File: src/rtl/fb_pkg.sv
// Shared framebuffer definitions: writer state encoding, screen geometry, RGB565 pixel type.
package fb_pkg;

    typedef enum logic [1:0] {
        ST_IDLE  = 2'd0,
        ST_WRITE = 2'd1,
        ST_CLEAR = 2'd2
    } wr_state_e;

    localparam int FB_WIDTH  = 320;
    localparam int FB_HEIGHT = 240;
    localparam int FB_WORDS  = FB_WIDTH * FB_HEIGHT;

    typedef struct packed {
        logic [4:0] r;
        logic [5:0] g;
        logic [4:0] b;
    } rgb565_t;

    // Truncate 8-bit channels down to RGB565.
    function automatic rgb565_t rgb565(input logic [7:0] r8, input logic [7:0] g8,
                                       input logic [7:0] b8);
        rgb565_t p;
        p.r = r8[7:3];
        p.g = g8[7:2];
        p.b = b8[7:3];
        return p;
    endfunction

endpackage

File: src/rtl/sync_fifo.sv
// Single-clock circular FIFO. Pointers carry one extra wrap bit so full and
// empty can be told apart without a separate counter register.
module sync_fifo #(
    parameter int WIDTH = 8,
    parameter int DEPTH = 8
) (
    input  logic                     clk_i,
    input  logic                     rst_i,
    input  logic                     push_i,
    input  logic                     pop_i,
    input  logic [WIDTH-1:0]         wdata_i,
    output logic [WIDTH-1:0]         rdata_o,
    output logic                     full_o,
    output logic                     empty_o,
    output logic [$clog2(DEPTH):0]   count_o
);
    localparam int AW = $clog2(DEPTH);

    logic [WIDTH-1:0] mem_q [DEPTH];
    logic [AW:0]      wr_ptr_q, rd_ptr_q;
    logic [AW:0]      wr_ptr_d, rd_ptr_d;
    logic             do_push, do_pop;

    assign empty_o = (wr_ptr_q == rd_ptr_q);
    assign full_o  = (wr_ptr_q[AW] != rd_ptr_q[AW]) &&
                     (wr_ptr_q[AW-1:0] == rd_ptr_q[AW-1:0]);
    assign count_o = wr_ptr_q - rd_ptr_q;
    assign rdata_o = mem_q[rd_ptr_q[AW-1:0]];

    // A push into a full queue is dropped; a pop of an empty queue is a no-op.
    assign do_push  = push_i && !full_o;
    assign do_pop   = pop_i && !empty_o;
    assign wr_ptr_d = wr_ptr_q + (AW+1)'(do_push);
    assign rd_ptr_d = rd_ptr_q + (AW+1)'(do_pop);

    // Pointer registers; wrap naturally modulo 2*DEPTH.
    always_ff @(posedge clk_i or posedge rst_i) begin
        if (rst_i) begin
            wr_ptr_q <= '0;
            rd_ptr_q <= '0;
        end else begin
            wr_ptr_q <= wr_ptr_d;
            rd_ptr_q <= rd_ptr_d;
        end
    end

    // Storage array; contents need no reset since the pointers gate visibility.
    always_ff @(posedge clk_i) begin
        if (do_push) mem_q[wr_ptr_q[AW-1:0]] <= wdata_i;
    end

endmodule

File: src/rtl/fb_writer.sv
// Pixel write buffer: queues TIA pixel writes and drains them to a req/ack
// framebuffer port, with a whole-framebuffer clear that preempts draining.
module fb_writer
    import fb_pkg::*;
#(
    parameter int ADDR_WIDTH = 17,
    parameter int PIX_WIDTH  = 16,
    parameter int FIFO_DEPTH = 8,
    parameter int FB_WORDS   = fb_pkg::FB_WORDS
) (
    input  logic                  clk_i,
    input  logic                  rst_i,
    input  logic                  pix_wr_i,
    input  logic [ADDR_WIDTH-1:0] pix_addr_i,
    input  logic [PIX_WIDTH-1:0]  pix_data_i,
    output logic                  busy_o,
    input  logic                  clr_i,
    output logic                  mem_req_o,
    output logic [ADDR_WIDTH-1:0] mem_addr_o,
    output logic [PIX_WIDTH-1:0]  mem_dat_o,
    input  logic                  mem_ack_i,
    output logic                  overflow_o
);
    localparam int CW = $clog2(FIFO_DEPTH) + 1;
    localparam int EW = ADDR_WIDTH + PIX_WIDTH;
    localparam logic [ADDR_WIDTH-1:0] LAST_WORD = ADDR_WIDTH'(FB_WORDS - 1);
    localparam logic [CW-1:0]         BUSY_LVL  = CW'(FIFO_DEPTH - 2);

    wr_state_e             state_q;
    logic                  clr_pend_q;
    logic                  mem_req_q;
    logic [ADDR_WIDTH-1:0] mem_addr_q;
    logic [PIX_WIDTH-1:0]  mem_dat_q;
    logic                  busy_q, busy_d;
    logic                  ovf_q;

    logic                  fifo_full, fifo_empty, fifo_pop, push_ok, clr_last;
    logic [CW-1:0]         fifo_count, count_d;
    logic [EW-1:0]         fifo_head;

    sync_fifo #(
        .WIDTH (EW),
        .DEPTH (FIFO_DEPTH)
    ) u_fifo (
        .clk_i   (clk_i),
        .rst_i   (rst_i),
        .push_i  (pix_wr_i),
        .pop_i   (fifo_pop),
        .wdata_i ({pix_addr_i, pix_data_i}),
        .rdata_o (fifo_head),
        .full_o  (fifo_full),
        .empty_o (fifo_empty),
        .count_o (fifo_count)
    );

    // The head entry stays queued while in flight; it leaves only on its ack.
    assign fifo_pop = (state_q == ST_WRITE) && mem_ack_i;
    assign push_ok  = pix_wr_i && !fifo_full;
    assign count_d  = fifo_count + CW'(push_ok) - CW'(fifo_pop);
    assign clr_last = (state_q == ST_CLEAR) && mem_ack_i && (mem_addr_q == LAST_WORD);

    // Busy after this edge: near-full queue, a clear still running, or one waiting to run.
    assign busy_d = (count_d >= BUSY_LVL) || clr_i || clr_pend_q ||
                    ((state_q == ST_CLEAR) && !clr_last);

    assign mem_req_o  = mem_req_q;
    assign mem_addr_o = mem_addr_q;
    assign mem_dat_o  = mem_dat_q;
    assign busy_o     = busy_q;
    assign overflow_o = ovf_q;

    // Drain/clear state machine with registered memory-port outputs.
    always_ff @(posedge clk_i or posedge rst_i) begin
        if (rst_i) begin
            state_q    <= ST_IDLE;
            clr_pend_q <= 1'b0;
            mem_req_q  <= 1'b0;
            mem_addr_q <= '0;
            mem_dat_q  <= '0;
            busy_q     <= 1'b0;
            ovf_q      <= 1'b0;
        end else begin
            busy_q <= busy_d;
            if (pix_wr_i && fifo_full) ovf_q <= 1'b1;

            case (state_q)
                ST_IDLE: begin
                    if (clr_pend_q) begin
                        // Pending flag is consumed here so a clr_i arriving
                        // mid-clear re-arms it and schedules another pass.
                        clr_pend_q <= 1'b0;
                        mem_req_q  <= 1'b1;
                        mem_addr_q <= '0;
                        mem_dat_q  <= '0;
                        state_q    <= ST_CLEAR;
                    end else if (!fifo_empty) begin
                        mem_req_q  <= 1'b1;
                        mem_addr_q <= fifo_head[EW-1 -: ADDR_WIDTH];
                        mem_dat_q  <= fifo_head[PIX_WIDTH-1:0];
                        state_q    <= ST_WRITE;
                    end
                end
                ST_WRITE: begin
                    if (mem_ack_i) begin
                        mem_req_q <= 1'b0;
                        state_q   <= ST_IDLE;
                    end
                end
                ST_CLEAR: begin
                    if (clr_last) begin
                        mem_req_q <= 1'b0;
                        state_q   <= ST_IDLE;
                    end else if (mem_ack_i) begin
                        mem_addr_q <= mem_addr_q + 1'b1;
                    end
                end
                default: begin
                    mem_req_q <= 1'b0;
                    state_q   <= ST_IDLE;
                end
            endcase

            if (clr_i) clr_pend_q <= 1'b1;
        end
    end

endmodule

File: config.mk
export PLATFORM = sky130hd
export DESIGN_NAME = fb_writer
export DESIGN_NICKNAME = d
export VERILOG_FILES = /design/src/rtl/fb_pkg.sv /design/src/rtl/sync_fifo.sv /design/src/rtl/fb_writer.sv
export SDC_FILE = /design/constraint.sdc
export NUM_CORES = 1
export LEC_CHECK = 0
export CAP_MARGIN = 25
export CORE_ASPECT_RATIO = 0.75
export CORE_UTILIZATION = 35
export DETAILED_ROUTE_END_ITERATION = 12
export PLACE_DENSITY = 0.5
export SYNTH_ARGS = -nofsm -noshare
export SYNTH_HDL_FRONTEND = slang
export SYNTH_SLANG_ARGS = --single-unit
export TNS_END_PERCENT = 20
File: constraint.sdc
create_clock -name clk_i -period 10.35 [get_ports clk_i]
set_input_delay 2.07 -clock clk_i [delete_from_list [all_inputs] [get_ports clk_i]]
set_output_delay 2.07 -clock clk_i [all_outputs]
set_load 0.01 [all_outputs]
### Word level (Yosys, flattened, before mapping)

Memories as Yosys holds them, arrays and structs flattened.
Cells that the tools add are included.

| word-level totals | value |
|---|---|
| register bits after elaboration | 47 |
| bits in writable memories | 264 |
| input bits | 38 |
| output and inout bits | 36 |
| word-level logic and storage cells | 70 |
| memories | 1 |

Memories:

| memory | depth | bits a word | rd ports | clocked after Yosys merged registers in | wr ports | RTL line | text |
|---|---|---|---|---|---|---|---|
| u_fifo.mem_q | 8 | 33 | 1 | 0 | 1 | sync_fifo.sv:19 | `logic [WIDTH-1:0] mem_q [DEPTH];` |

| cells by class | value |
|---|---|
| add/subtract/negate cells | 6 |
| magnitude comparators | 1 |
| equality and inequality tests | 12 |
| mux-type cells | 21 |
| reduce and logical (&&, ||, !) cells | 20 |

Operators with widths:

| operator | count |
|---|---|
| 17-bit 2-to-1 mux | 4 |
| 17-bit one-hot mux with 2 select lines | 1 |
| 16-bit 2-to-1 mux | 2 |
| 17-bit by 1-bit adder with 17-bit output (second input constant) | 1 |
| 17-bit equality test (second input constant) | 1 |
| 4-bit by 1-bit adder with 4-bit output | 3 |
| 2-bit inequality test (second input constant) | 5 |
| 1-bit logical AND | 8 |
| 1-bit 2-to-1 mux | 8 |
| 2-bit 2-to-1 mux | 4 |
| 2-bit one-hot mux with 3 select lines | 1 |
| 4-bit equality test | 1 |
| 4-bit by 3-bit greater-or-equal comparator with 1-bit output (second input constant) | 1 |
| 4-bit AND reduction | 1 |
| 2-bit nonzero test | 2 |
| 4-bit by 1-bit subtractor with 4-bit output | 1 |
| 4-bit subtractor | 1 |
| 3-bit equality test | 1 |
| 1-bit zero test | 3 |
| 1-bit logical OR | 3 |
| 3-bit inequality test (second input constant) | 1 |
| 1-bit one-hot mux with 3 select lines | 1 |
| 3-bit AND reduction | 1 |
| 2-bit by 1-bit equality test with 1-bit output (second input constant) | 1 |
| 4 further kinds | 4 |

### Longest topological paths before layout

| depth | value |
|---|---|
| depth after elaboration | 10 |
| depth in mapped cells | 14 |
| depth with buffers taken out | 13 |

### Modules after synthesis

A second synthesis with hierarchy kept.

| unflattened totals | value |
|---|---|
| cell total of the unflattened synthesis | 752 |
| area, all modules | 12652.1 um2 |

Modules (own cells, without submodules):

| module | instances | cells each | area each (um2) | sequential area each (um2) |
|---|---|---|---|---|
| sync_fifo | 1 | 504 | 10436.3 | 8127.8 |
| fb_writer | 1 | 248 | 2215.9 | 975.9 |

### Worst setup path after synthesis

No wires, ideal clock.

| path | value |
|---|---|
| kind | input -> register |
| start point | in pix_wr_i |
| end point | mem u_fifo.mem_q[0][0] (netlist name), enable pin |
| setup time | 464 ps |
| data arrival time | 4632 ps |
| required time | 9886 ps |
| slack | 5254 ps |
| stages | 3 |
| buffers on the path | 0 |
| path through | o21a_1 -> nand2b_1 -> nor3_1 |

| on the way | value |
|---|---|
| word-level cells in the longest chain between the ends | 3 |

Ends and longest elaborated chain:

| element | RTL line | text |
|---|---|---|
| from (decl) | fb_writer.sv:13 | `input logic pix_wr_i,` |
| 1-bit logical AND | sync_fifo.sv:31 | `assign do_push = push_i && !full_o;` |
| 1-bit 2-to-1 mux | sync_fifo.sv:49 | `if (do_push) mem_q[wr_ptr_q[AW-1:0]] <= wdata_i;` |
| 1-bit 2-to-1 mux (implied by the code) | sync_fifo.sv:49 |  |
| to (decl) | sync_fifo.sv:19 |  |

Every way passes these cells.

### Worst setup path in the final report

| path | value |
|---|---|
| start point | in mem_ack_i |
| end point | reg mem_addr_q[1] (netlist: mem_addr_o[1]) |

| on the way | value |
|---|---|
| word-level cells in the longest chain between the ends | 4 |
| elaborated cells on any way between the ends | 5 |
| classes of those cells | eq/ne: 2; reduce/logical: 3 |

Ends and longest elaborated chain:

| element | RTL line | text |
|---|---|---|
| from (decl) | fb_writer.sv:21 | `input logic mem_ack_i,` |
| 1-bit logical AND (2 in series) | fb_writer.sv:60 | `assign clr_last = (state_q == ST_CLEAR) && mem_ack_i && (mem_addr_q == LAST_WORD);` |
| 2-bit inequality test (no line) | n/a |  |
| 4-bit AND reduction (no line) * | n/a |  |
| to (signal assigned) | fb_writer.sv:98 | `mem_addr_q <= fifo_head[EW-1 -: ADDR_WIDTH];` |
| to (signal assigned) | fb_writer.sv:114 | `mem_addr_q <= mem_addr_q + 1'b1;` |
| to (decl) | fb_writer.sv:32 | `logic [ADDR_WIDTH-1:0] mem_addr_q;` |

Mark *: on every way between the ends. The rest lies on a longest branch, timed or not.
A chain may end at the register's enable or synchronous reset.

==> out/qor.txt <==
Final worst path period share = 45.6%
Worst hold start = overflow_o
Grt ovf = 0
First-pass GRT wire length = 43.4 mm
Drt pass-1 iters = 9
Reg-to-reg setup timing slack = 6.39 ns
Slowest cell on the critical path = and3_1
Worst skew pair latency = 0.50 ns
Chip height = 167 um
Vias = 6762
Reg2reg start = u_fifo.rd_ptr_q[0]
Slew Viols, Final = 0
Net Sw Frac = 23.7%
Status = complete, but fails checks
Port Buffer Count = 73
Flop pwr share = 50.2%
Top post-synthesis cells by area = edfxtp_1, dfrtp_1, mux4_2
HPWL Detailed = 16.9 mm
Critical path arrival = 5.09 ns
Final wirelength = 28.5 mm
Wire length per cell = 22.1 um
Core area = 0.0358 sq mm
Hold Vio Cnt, Final = 0
Initial antenna violation count = 1
Crit start category = primary input
GRT Overall Usage = 15.6%
Initial drt markers = 554
Number of synthesized flops with an enable pin = 264
Share of cells above drive strength 1 = 15.6%
Post-CTS setup repair buffer count = 0
Row Count = 60
Placed insts = 1229
Antenna viol nets, final = 0
Sequential area share after synthesis = 71.7%
Peak per-stage delay on the critical path = 0.86 ns
Final net count = 849
Psw = 764 uW
Comb pwr share = 11.5%
Synth Net Count = 763
Worst setup EP type = flop
Clock Power Share = 38.4%
Vias in the first global route = 6973
Violated checks = DRC
Die area = 0.0370 sq mm
Crit path from = mem_ack_i
Post-synthesis register bit count = 311
CP top delay family = simple AND/OR/NAND/NOR gates
Main flop type after synthesis = edfxtp_1
Required time of the critical path = 10.73 ns
CTS Sinks = 311
Distinct cells, synth = 60
CP cell instances = clkdlybuf4s50_1 -> nand4b_1 -> nor4b_1 -> and3_1 -> or2_1 -> mux2_1
Mapped cell area = 0.0127 sq mm
Final setup viols = 0
Synth top area share = 62.5%
IO Pins = 74
Vias per inst = 5.24
Synth-to-Final Area Change = 18.8%
Max_cap viols = 0
Bufs and invs on worst path = 1
GPL Wtd Cong = 0.809
Worst-Margin Slew = 0.982 ns
DRC violations left = 1
H-tree Lvls = 2
Num CTS Buffers = 34
Async SR Flop Fraction = 15.1%
TritonCTS clock tree = yes
Ant. Diodes = 0
Post-CTS Hold Fix Bufs = 0
VDD IR max = 0.0880 mV
Final TNS setup = 0 ns
PD cells = 214 mW/mm^2
Post-CTS Resized = 0
Rel. slew slack = 34.6%
Internal = 2460 uW
Worst Skew = 0.0148 ns
Worst-path maximum fanout = 22
Largest net degree at the start of global routing = 52
Synthesized area per cell = 17.8 sq um
Pleak = 0.00483 uW
Ys Warns = 0
Initial core utilization = 35.4%
RSZ-0062 raised after global routing = no
CTS max path bufs = 3
Cells after Synth = 714
Non-filler instance count after layout = 1290
Clk root buf = clkbuf_16
Crit Path Class = primary input to flop
Chip width = 222 um
Final Util = 42.1%
Fill count = 3073
Worst Hold Class = flop to flop
Cell taking the most area after synthesis = edfxtp_1
Max Freq = 212 MHz
Period minus WS final = 4.72 ns
Clock-pin slew on the worst setup and hold paths = 0.06 ns
[registers in the layout (all words and copies together), names as in the netlist]
signal	cells
clr_pend_q	1
state_q	2
overflow_o	1
mem_addr_o	17
u_fifo.wr_ptr_q	4
u_fifo.rd_ptr_q	4
busy_o	1
mem_req_o	1
mem_dat_o	16
u_fifo.mem_q	264
[cells in the final DEF (no fill, tap or decap), types with 5 or more instances in the layout]
cell type          n
a21oi_1           15
a221oi_1           5
a22oi_1           22
a31oi_1            6
and3_1             7
buf_4             18
bufinv_16          6
clkbuf_1          11
clkbuf_16         35
clkdlybuf4s50_1   73
clkinv_1           5
dfrtp_1           45
edfxtp_1         264
ha_1               8
inv_1             13
mux2i_1           75
mux4_2            38
nand2_1           27
nand2b_1           6
nand3_1            8
nor2_1            22
nor2_4             6
nor3_1             5
o21ai_0            8
o21ai_2            6
o31ai_1           26
xnor2_1            6
[logic make-up (layout without fill, tap and decap cells)]
family / count (synthesis) / after routing / share of synthesized area (%)
buffers and inverters: 55 / 166 / 2.55
flip-flops: 311 / 311 / 71.7
adder cells (fa/ha/maj): 11 / 11 / 1.26
AO/OA/AOI/OAI: 110 / 110 / 6.74
multiplexers: 114 / 114 / 12.7
AND/OR/NAND/NOR: 103 / 103 / 4.23
XOR/XNOR: 10 / 10 / 0.749
[stage by stage]
| step | hold slack (ns) | instance area (sq um) | total power [uW] | setup WS [ns] |
|---|---|---|---|---|
| after floorplan | 0.480 | 12700 | 1840 | 5.25 |
| after global placement | 0.455 | 13900 | 2000 | 5.33 |
| after detailed placement | 0.457 | 13900 | 2020 | 5.15 |
| after CTS | 0.472 | 15100 | 3260 | 5.64 |
| after global routing | 0.475 | 15100 | 3340 | 5.43 |
| final | 0.462 | 15100 | 3220 | 5.63 |
[synth_stat cells, types with 2 or more instances]
cell type / n
inv_1: 14
o31ai_1: 26
a31oi_1: 6
and3_1: 7
mux4_2: 38
nor3_1: 7
fa_1: 3
clkbuf_1: 11
and2_1: 2
dfrtp_1: 47
buf_2: 15
o21ai_2: 6
nor4_1: 2
a211oi_1: 3
ha_1: 8
nand2b_1: 6
xnor2_1: 6
nor2_1: 28
o22ai_4: 3
buf_4: 8
nand2_1: 27
a22o_1: 2
buf_8: 2
nor2b_1: 3
a2bb2oi_1: 2
a221oi_1: 5
edfxtp_1: 264
nand4_1: 2
buf_6: 4
mux2i_1: 75
a21oi_1: 15
a22oi_1: 22
nand3_1: 8
xor2_1: 3
o31a_1: 2
o21ai_0: 8
[worst register-to-register path, stage by stage (launching register included)]
cell      delay [ns]
dfrtp_4         1.04
xnor2_1         0.25
nand3_1         0.21
o21a_1          0.29
fa_1            0.40
fa_1            0.49
ha_1            0.14
inv_1           0.05
fa_1            0.37
xor2_1          0.16
xnor2_1         0.17
xnor2_1         0.14
o211ai_1        0.10
[power groups by stage]
stage | logic, uW | clock network (uW) | registers [uW]
4_1_cts | 378 | 1270 | 1620
6_report | 370 | 1240 | 1620
5_1_grt | 402 | 1310 | 1630
2_1_floorplan | 208 | 0 | 1630
3_3_place_gp | 371 | 0 | 1630
3_5_place_dp | 376 | 0 | 1640
[metal layers]
| metal | track usage [%] | up-vias | routed length [um] |
|---|---|---|---|
| met5 | 0 | - | 13 |
| met4 | 4.35 | 2 | 623 |
| met3 | 2.54 | 47 | 1140 |
| met2 | 26.2 | 158 | 13900 |
| met1 | 21.0 | 3536 | 12900 |
| li1 | - | 3019 | - |
[final timing paths]
path                       cells past startpoint                 end
min reg2reg                                    1          overflow_o
min                                            1          overflow_o
min in group asynchronous                      3          overflow_o
max reg2reg                                   12              busy_o
max in group asynchronous                      3  u_fifo.rd_ptr_q[0]
max                                            6       mem_addr_o[1]
[layout make-up]
type	count	area, sq um	share of cell area [%]
clock inverters	14	218	1.44
flip-flops and latches	311	9110	60.4
multi-input cells	348	3320	22.0
repair buffers	91	866	5.74
inverters	14	52.6	0.349
well taps	465	582	3.86
clock buffers	47	931	6.17
No activity file was read; power rests on OpenSTA's default activity.
